**config.mk**
```make
export PLATFORM = sky130hd
export DESIGN_NAME = bin_pool_channel_sequencer
export DESIGN_NICKNAME = d
export VERILOG_FILES = /design/src/rtl/bin_pool_channel_sequencer_pkg.sv /design/src/rtl/bin_pool_channel_sequencer_raster_counter.sv /design/src/rtl/bin_pool_channel_sequencer.sv
export SDC_FILE = /design/constraint.sdc
export NUM_CORES = 1
export LEC_CHECK = 0
export CAP_MARGIN = 10
export CORE_ASPECT_RATIO = 1.5
export CORE_MARGIN = 8
export CORE_UTILIZATION = 50
export DETAILED_ROUTE_END_ITERATION = 16
export GPL_TIMING_DRIVEN = 1
export PLACE_DENSITY = 0.82
export SETUP_SLACK_MARGIN = 0.4
export SLEW_MARGIN = 20
export SYNTH_ARGS = -nofsm -noshare
export SYNTH_HDL_FRONTEND = slang
export SYNTH_HIERARCHICAL = 1
export SYNTH_SLANG_ARGS = --single-unit
```
**constraint.sdc**
```tcl
create_clock -name clk -period 9.14 [get_ports clk]
set_input_delay 2.285 -clock clk [delete_from_list [all_inputs] [get_ports clk]]
set_output_delay 2.285 -clock clk [all_outputs]
set_load 0.005 [all_outputs]
```
**src/rtl/bin_pool_channel_sequencer_pkg.sv**
```systemverilog
// Shared geometry constants and state encoding for the layer-2 binary max-pool sequencer.
// The constants give the default 11x11 geometry. The helper functions recompute
// the same constants for any parameterised instance.
package bin_pool_channel_sequencer_pkg;

  localparam int IN_WIDTH   = 11;
  localparam int IN_HEIGHT  = 11;
  localparam int OUT_W      = IN_WIDTH / 2;
  localparam int OUT_H      = IN_HEIGHT / 2;
  localparam int OUT_PER_CH = OUT_W * OUT_H;
  localparam int IN_PER_CH  = IN_WIDTH * IN_HEIGHT;

  // Pooled bits per channel; odd trailing rows and columns are dropped.
  function automatic int out_per_ch(input int w, input int h);
    return (w / 2) * (h / 2);
  endfunction

  // Input pixels per channel.
  function automatic int in_per_ch(input int w, input int h);
    return w * h;
  endfunction

  typedef enum logic [2:0] {
    IDLE   = 3'd0,
    CLEAR  = 3'd1,
    STREAM = 3'd2,
    DRAIN  = 3'd3,
    DONE   = 3'd4
  } state_t;

endpackage

```
**src/rtl/bin_pool_channel_sequencer_raster_counter.sv**
```systemverilog
// Raster scan generator: walks col 0..W-1 within row 0..H-1 on each enable.
// It produces base + row*W + col combinationally and flags the final pixel.
// The clear input, or reset, returns the scan to pixel (0,0).
module bin_pool_raster_counter #(
  parameter int W      = 11,
  parameter int H      = 11,
  parameter int ADDR_W = 12
) (
  input  logic              clk,
  input  logic              reset,
  input  logic              clear,
  input  logic              en,
  input  logic [ADDR_W-1:0] base,
  output logic [ADDR_W-1:0] addr,
  output logic              last
);

  localparam int COL_W = (W > 1) ? $clog2(W) : 1;
  localparam int ROW_W = (H > 1) ? $clog2(H) : 1;

  logic [COL_W-1:0] col;
  logic [ROW_W-1:0] row;
  logic             col_end;
  logic             row_end;

  // End-of-line / end-of-frame detection and linear address
  always_comb begin
    col_end = (col == COL_W'(W - 1));
    row_end = (row == ROW_W'(H - 1));
    last    = col_end && row_end;
    addr    = base + ADDR_W'(row) * ADDR_W'(W) + ADDR_W'(col);
  end

  // Advance the scan one pixel per enable; col wraps and carries into row
  always_ff @(posedge clk) begin
    if (reset || clear) begin
      col <= '0;
      row <= '0;
    end else if (en) begin
      if (col_end) begin
        col <= '0;
        row <= row_end ? '0 : row + 1'b1;
      end else begin
        col <= col + 1'b1;
      end
    end
  end

endmodule

```
**src/rtl/bin_pool_channel_sequencer.sv**
```systemverilog
// Per-channel sequencer for the layer-2 binary 2x2 max pool.
// For each channel it clears the pool, rasters the bitmap from activation memory,
// and writes the pooled bits to output memory. A single start pulse runs all channels.
module bin_pool_channel_sequencer
  import bin_pool_channel_sequencer_pkg::*;
#(
  parameter int IN_WIDTH  = 11,
  parameter int IN_HEIGHT = 11,
  parameter int MAX_CH    = 32,
  parameter int CH_W      = 6,
  parameter int RD_ADDR_W = 12,
  parameter int WR_ADDR_W = 10,
  parameter int DRAIN_MAX = 8
) (
  input  logic                 clk,
  input  logic                 reset,
  input  logic                 start,
  input  logic [CH_W-1:0]      num_ch,
  input  logic                 hold,
  output logic                 busy,
  output logic                 done,
  output logic                 err,
  output logic                 rd_en,
  output logic [RD_ADDR_W-1:0] rd_addr,
  input  logic                 rd_data,
  output logic                 pool_rst,
  output logic                 pool_valid_in,
  output logic                 pool_pixel_in,
  input  logic                 pool_valid_out,
  input  logic                 pool_pixel_out,
  output logic                 wr_en,
  output logic [WR_ADDR_W-1:0] wr_addr,
  output logic                 wr_data
);

  localparam int OPC  = out_per_ch(IN_WIDTH, IN_HEIGHT);
  localparam int IPC  = in_per_ch(IN_WIDTH, IN_HEIGHT);
  localparam int OC_W = $clog2(OPC + 1);
  localparam int DC_W = $clog2(DRAIN_MAX + 1);

  state_t                 state_q;
  state_t                 state_d;
  logic [CH_W-1:0]        ch_q;
  logic [CH_W-1:0]        ch_next;
  logic [CH_W-1:0]        num_ch_q;
  logic [CH_W-1:0]        num_ch_sat;
  logic                   clr_cnt_q;
  logic [OC_W-1:0]        out_count_q;
  logic [DC_W-1:0]        drain_cnt_q;
  logic                   err_q;
  logic                   pool_valid_q;
  logic                   wr_en_q;
  logic [WR_ADDR_W-1:0]   wr_addr_q;
  logic                   wr_data_q;
  logic [RD_ADDR_W-1:0]   rd_base;
  logic                   rd_last;
  logic                   collect;
  logic                   out_full;
  logic                   drain_complete;
  logic                   drain_timeout;
  logic                   drain_exit;

  // Channel base address, channel-advance and drain exit conditions
  always_comb begin
    num_ch_sat     = (num_ch > CH_W'(MAX_CH)) ? CH_W'(MAX_CH) : num_ch;
    ch_next        = ch_q + 1'b1;
    rd_base        = RD_ADDR_W'(ch_q) * RD_ADDR_W'(IPC);
    collect        = (state_q == STREAM) || (state_q == DRAIN) || (state_q == DONE);
    out_full       = (out_count_q == OC_W'(OPC));
    drain_complete = out_full && !wr_en_q;
    drain_timeout  = (drain_cnt_q == DC_W'(DRAIN_MAX - 1));
    drain_exit     = drain_complete || drain_timeout;
  end

  bin_pool_raster_counter #(
    .W      (IN_WIDTH),
    .H      (IN_HEIGHT),
    .ADDR_W (RD_ADDR_W)
  ) u_rd_raster (
    .clk   (clk),
    .reset (reset),
    .clear (state_q == CLEAR),
    .en    (rd_en),
    .base  (rd_base),
    .addr  (rd_addr),
    .last  (rd_last)
  );

  // State register
  always_ff @(posedge clk) begin
    if (reset) state_q <= IDLE;
    else       state_q <= state_d;
  end

  // Next-state logic
  always_comb begin
    state_d = state_q;
    case (state_q)
      IDLE:    if (start) state_d = (num_ch_sat == '0) ? DONE : CLEAR;
      CLEAR:   if (clr_cnt_q) state_d = STREAM;
      STREAM:  if (rd_en && rd_last) state_d = DRAIN;
      DRAIN:   if (drain_exit) state_d = (ch_next < num_ch_q) ? CLEAR : DONE;
      DONE:    state_d = IDLE;
      default: state_d = IDLE;
    endcase
  end

  // State-decoded outputs; hold only gates reads while streaming
  always_comb begin
    busy     = (state_q != IDLE);
    pool_rst = (state_q == CLEAR);
    done     = (state_q == DONE);
    rd_en    = (state_q == STREAM) && !hold;
  end

  // Channel/clear/drain bookkeeping, pool feed delay, output write port and sticky error
  always_ff @(posedge clk) begin
    if (reset) begin
      ch_q         <= '0;
      num_ch_q     <= '0;
      clr_cnt_q    <= 1'b0;
      out_count_q  <= '0;
      drain_cnt_q  <= '0;
      err_q        <= 1'b0;
      pool_valid_q <= 1'b0;
      wr_en_q      <= 1'b0;
      wr_addr_q    <= '0;
      wr_data_q    <= 1'b0;
    end else begin
      pool_valid_q <= rd_en;
      wr_en_q      <= 1'b0;

      if (state_q == IDLE && start) begin
        num_ch_q <= num_ch_sat;
        ch_q     <= '0;
        err_q    <= 1'b0;
      end

      if (state_q == CLEAR) begin
        clr_cnt_q   <= ~clr_cnt_q;
        out_count_q <= '0;
      end else begin
        clr_cnt_q <= 1'b0;
      end

      drain_cnt_q <= (state_q == DRAIN) ? drain_cnt_q + 1'b1 : '0;

      if (collect && pool_valid_out) begin
        if (!out_full) begin
          wr_en_q     <= 1'b1;
          wr_addr_q   <= WR_ADDR_W'(ch_q) * WR_ADDR_W'(OPC) + WR_ADDR_W'(out_count_q);
          wr_data_q   <= pool_pixel_out;
          out_count_q <= out_count_q + 1'b1;
        end else begin
          err_q <= 1'b1;
        end
      end

      if (state_q == DRAIN && drain_exit) begin
        ch_q <= ch_next;
        if (!drain_complete) err_q <= 1'b1;
      end
    end
  end

  // The delayed valid also masks rd_data, so the pixel is quiet between reads
  always_comb begin
    pool_valid_in = pool_valid_q;
    pool_pixel_in = pool_valid_q & rd_data;
    err           = err_q;
    wr_en         = wr_en_q;
    wr_addr       = wr_addr_q;
    wr_data       = wr_data_q;
  end

endmodule

```
== Yosys cells after proc, flatten, opt, wreduce, memory -nomap -nowiden ==
Cells that the tools add are included.
Word-level totals
  register bits after elaboration: 47
  word-level logic and storage cells: 88
  input port bits: 13
Operators by class
  multipliers: 3
  add/subtract/negate cells: 8
  muxes and demuxes: 21
  reduce and logical (&&, ||, !) cells: 23
  $lt $le $gt $ge: 2
  bitwise gates (word level): 6
  equality and inequality tests: 12
Operators with widths (count)
  2-to-1 mux 3 bit: 6
  2-to-1 mux 6 bit: 3
  2-to-1 mux 5 bit: 3
  adder 12 x 4 -> 12 bit: 1
  adder 12 x 8 -> 12 bit: 1
  adder 4 x 1 -> 4 bit, second input constant: 3
  multiplier 6 x 7 -> 12 bit, second input constant: 1
  one-hot mux 3 bit (4 select lines): 1
  adder 10 x 5 -> 10 bit: 1
  multiplier 6 x 5 -> 10 bit, second input constant: 1
  == test 4 bit, second input constant: 2
  multiplier 4 x 4 -> 8 bit, second input constant: 1
  2-to-1 mux 4 bit: 2
  != test 2 bit, second input constant: 4
  logical AND 1 bit: 7
  adder 6 x 1 -> 6 bit, second input constant: 1
  == test 3 x 2 -> 1 bit, second input constant: 2
  greater-than comparator 6 bit, second input constant: 1
  zero test 6 bit: 1
  less-than comparator 6 bit: 1
  2-to-1 mux 1 bit: 6
  OR reduction 2 bit: 3
  adder 5 x 1 -> 5 bit, second input constant: 1
  == test 5 bit, second input constant: 1
  12 further kinds: 21

== Logic depth before layout (Yosys ltp) ==
  depth after elaboration: 7
  mapped depth: 15

== Modules after synthesis ==
Netlist, hierarchy kept.
By module, submodules not included
  bin_pool_channel_sequencer: seq. area each 780.7 um2, cells an instance 342, area an instance 3047.9 um2, instances 1
  bin_pool_raster_counter: seq. area each 160.2 um2, cells an instance 152, area an instance 1219.9 um2, instances 1

== Worst setup path before layout ==
OpenSTA, ideal clock, no wires.
  path kind: reg2out
  from: register ch_q[0]
  to: output rd_addr[11]
  data required time: 6855 ps
  buffers on the path: 0
  slack: 2826 ps
  data arrival time: 4029 ps
  cell stages (with the launch flop): 14
  cells stage by stage: dfxtp_1 > fa_1 > ha_1 > ha_1 > xor2_1 > ha_1 > fa_1 > ha_1 > ha_1 > ha_1 > nand3_1 > o2111ai_1 > o2111ai_1 > xnor2_1
On the way
  word-level cells in the longest chain between the ends: 3
RTL lines
  start: declaration: line bin_pool_channel_sequencer.sv:43  | logic [CH_W-1:0] ch_q;
  start signal: assignment: line bin_pool_channel_sequencer.sv:160  | ch_q <= ch_next;
  multiplier 6 x 7 -> 12 bit: line bin_pool_channel_sequencer.sv:67  | rd_base = RD_ADDR_W'(ch_q) * RD_ADDR_W'(IPC);
  net rd_base[6]: line bin_pool_channel_sequencer.sv:55  | logic [RD_ADDR_W-1:0] rd_base;
  adder 12 x 8 -> 12 bit: line bin_pool_channel_sequencer_raster_counter.sv:31  | addr = base + ADDR_W'(row) * ADDR_W'(W) + ADDR_W'(col);
  adder 12 x 4 -> 12 bit: line bin_pool_channel_sequencer_raster_counter.sv:31
  end: declaration: line bin_pool_channel_sequencer.sv:24  | output logic [RD_ADDR_W-1:0] rd_addr,
The timed path passes the listed nets, and every way through them passes these cells.

== Worst setup path after layout ==
Same ends and word-level chain as after synthesis.

==> impl_metrics.json <==
{
  "wl_met3_um": 246,
  "drt_wl_total_mm": 8.92,
  "setup.worst_path.start_class": "flip-flop",
  "power_leakage_nw": 2.34,
  "fin_area_mm2": 0.00494,
  "cp_max_fo": 12,
  "finalNetCount": 639,
  "postLayoutCoreUtil_pct": 59.1,
  "boundaryPins": 44,
  "p_per_area_mw_per_mm2": 101,
  "run_status": "finished, final reports clean",
  "synth_enable_flop_cells": 0,
  "async_reset_ff_share_pct": 0,
  "drive_gt1_share_pct": 3.56,
  "grt.total_usage_pct": 14.8,
  "ant_nets": 0,
  "max_slew_margin_pct": 52.6,
  "maxSlewViolCount": 0,
  "synth_fp_nets": 600,
  "cts_setup_buffers": 0,
  "clock_latency_ns": 0.29,
  "rrSetupSlack_ns": 5.75,
  "cp_common_cell": "ha_1",
  "worstMarginPinSlew_ns": 0.705,
  "setup_viol": 0,
  "clk_pin_slew_ns": 0.06,
  "crit_type": "flip-flop to primary output",
  "vias_per_cell": 5.49,
  "numCtsBuffers": 5,
  "dpl.cell_count": 633,
  "min_period_ns": 7.54,
  "skew_ns": 0.00661,
  "crit_path_start": "ch_q[0]",
  "die_x_um": 91.4,
  "synthFlopType": "dfxtp_1",
  "grt_antenna_before_repair": 0,
  "fin_cells": 640,
  "postCtsHoldBufs": 0,
  "synth_area_per_cell_um2": 8.64,
  "tritoncts": "done",
  "cap_violations": 0,
  "hp-class": "flip-flop to flip-flop",
  "critPathCaptureType": "primary output",
  "max-vdd-ir-drop_mv": 0.103,
  "rsz0062_at_grt": "no",
  "highest_layer": "met4",
  "hold_start": "wr_addr[5]",
  "cts_resized": 0,
  "h-tree-depth": 2,
  "period_share_pct": 82.4,
  "worstPathArrival_ns": 5.25,
  "reg2regPathDepth": 12,
  "r2r-start": "ch_q[2]",
  "port_buffers": 43,
  "grt_pass1_wl_mm": 14.8,
  "areaGrowthSynthToFinish_pct": 15.7,
  "fmax_mhz": 133,
  "clockBufferDepth": 2,
  "finalHoldViolations": 0,
  "crit_required_ns": 6.86,
  "die_h_um": 129,
  "syn_area_mm2": 0.00427,
  "cp_cell_sequence": "fa_1 -> ha_1 -> ha_1 -> xor2_1 -> ha_1 -> fa_1 -> ha_1 -> ha_1 -> ha_1 -> nand3_1 -> o2111ai_1 -> o2111ai_1 -> xnor2_1 -> clkdlybuf4s50_1",
  "drc": 0,
  "fill_cells": 718,
  "gp_congestion": 0.826,
  "grt_pass1_vias": 3414,
  "wl_met1_mm": 3.58,
  "cts-root-buf": "clkbuf_16",
  "dieArea_mm2": 0.0118,
  "synth.distinct_cells": 57,
  "start_util_pct": 51.0,
  "met2_length_mm": 4.80,
  "drtIter0Drc": 115,
  "vias": 3512,
  "slowest_stage": "dfxtp_1",
  "worstHoldEndpoint": "wr_addr[5]",
  "synth_seq_cells": 47,
  "slowest_delay_ns": 0.63,
  "rr_endpoint": "wr_addr[8]",
  "dpl_cell_area_mm2": 0.00477,
  "grt_max_degree": 42,
  "dp_hpwl_mm": 7.15,
  "syn_inst": 494,
  "ys_seq_area_share_pct": 22.0,
  "wl_per_cell_um": 13.9,
  "grt-ovfl-total": 0,
  "num_rows": 41,
  "dr.pass1.iters": 4,
  "cts.sinks": 47,
  "yosysWarningCount": 6,
  "core_area_mm2": 0.00836,
  "fin_setup_tns_ns": 0,
  "diodes": 0,
  "whs_path_depth": 2
}
synth_stat cells, types with 2 or more instances:
library cell  number  area, um^2
nand3_1           19        95.1
o21ai_0           14        70.1
nand4_1            9        56.3
fa_1              20         400
xor2_1            11        96.3
nor3_1            15        75.1
ha_1              73         913
and2_1             3        18.8
a32oi_1            2        17.5
buf_2              4        20.0
a21o_1             7        52.6
a211oi_1           3        22.5
or3_1              3        18.8
nor2_1            30         113
xnor2_1           19         166
a31oi_1            2        12.5
buf_6              2        22.5
o211ai_1           4        30.0
nor2b_1            6        37.5
mux2i_1            4        40.0
a21oi_1           38         190
or4_1              2        15.0
o21a_1             4        30.0
and3_1             3        18.8
clkbuf_1           5        18.8
nand2_1           30         113
inv_1             69         259
dfxtp_1           47         941
o2111ai_1          3        26.3
nand3b_1           2        15.0
nand2b_1           6        37.5
o21bai_1           2        15.0
nor3b_1            9        67.6
state kept, by name, indices dropped and copies added, names as in the netlist, 3 cells and up:
name,count
num_ch_q,6
u_rd_raster/col,4
state_q,3
drain_cnt_q,4
u_rd_raster/row,4
out_count_q,5
wr_addr,10
ch_q,6
worst max-delay path: cells and delay by family, from the launching register on:
| kind | cells | cell delay, ns |
|---|---|---|
| AO/OA/AOI/OAI | 2 | 0.54 |
| XOR/XNOR | 2 | 0.33 |
| adder cells (fa/ha/maj) | 8 | 2.84 |
| buffers and inverters | 1 | 0.51 |
| flip-flops | 1 | 0.63 |
| AND/OR/NAND/NOR | 1 | 0.12 |
cell usage in the layout (no fill, tap or decap), types with 2 or more instances in the layout:
cell type,instances
or3_1,3
and2_1,3
dfxtp_1,47
nand3_1,19
fa_1,20
o21ai_0,14
ha_1,73
a31oi_1,2
clkbuf_16,5
nand2_1,30
xor2_1,11
o211ai_1,4
and3_1,3
clkdlybuf4s50_1,43
a21o_1,7
nor2b_1,6
inv_1,69
o21bai_1,2
nand2b_1,6
nor2_1,30
a211oi_1,3
o21a_1,4
a32oi_1,2
a21oi_1,38
or4_1,2
nand4_1,9
xnor2_1,19
nor3_1,15
nand3b_1,2
mux2i_1,4
o2111ai_1,3
nor3b_1,9
layout make-up:
type / instances / area, um^2 / area share, %
multi-input cells: 365 / 3000 / 60.8
clock inverters: 2 / 37.5 / 0.760
inverters: 70 / 263 / 5.32
well taps: 107 / 134 / 2.71
flip-flops and latches: 47 / 941 / 19.0
clock buffers: 5 / 125 / 2.53
repair buffers: 44 / 438 / 8.87
worst max path at each step:
stage / end / slack [ns] / cells after the start
2_1_floorplan: rd_addr[11] / 2.83 / 13
3_3_place_gp: rd_addr[11] / 2.10 / 14
3_5_place_dp: rd_addr[11] / 1.93 / 14
4_1_cts: rd_addr[11] / 1.60 / 14
5_1_grt: rd_addr[11] / 1.36 / 14
6_report: rd_addr[11] / 1.60 / 14
layer usage:
layer  global-route usage, %  vias up
li1                        -     1777
met1                    15.0     1659
met2                    28.6       58
met3                    2.66       18
met4                    6.58        0
met5                       0        -
power breakdown:
group          switching, W  internal [W]
logic             0.0000421     0.0000305
clock network     0.0000759      0.000127
registers         0.0000106      0.000212
total              0.000128      0.000370
metrics by stage:
stage          hold WS, ns  total power [W]  worst slack [ns]
4_1_cts              0.461         0.000501              1.60
3_3_place_gp         0.442         0.000298              2.10
5_1_grt              0.482         0.000518              1.36
6_report             0.457         0.000499              1.60
3_5_place_dp         0.447         0.000299              1.93
2_1_floorplan        0.433         0.000275              2.83
cells by family after synthesis:
family | count (synthesis) | synth area share, %
and+or+nand+nor | 147 | 18.3
AOI/OAI and AO/OA | 90 | 13.7
buffers and inverters | 82 | 7.77
muxes | 5 | 1.29
adders and majority gates | 93 | 30.8
DFF | 47 | 22.0
xor gates and xnor gates | 30 | 6.16
Note: power is estimated with default switching activity, not from simulation.
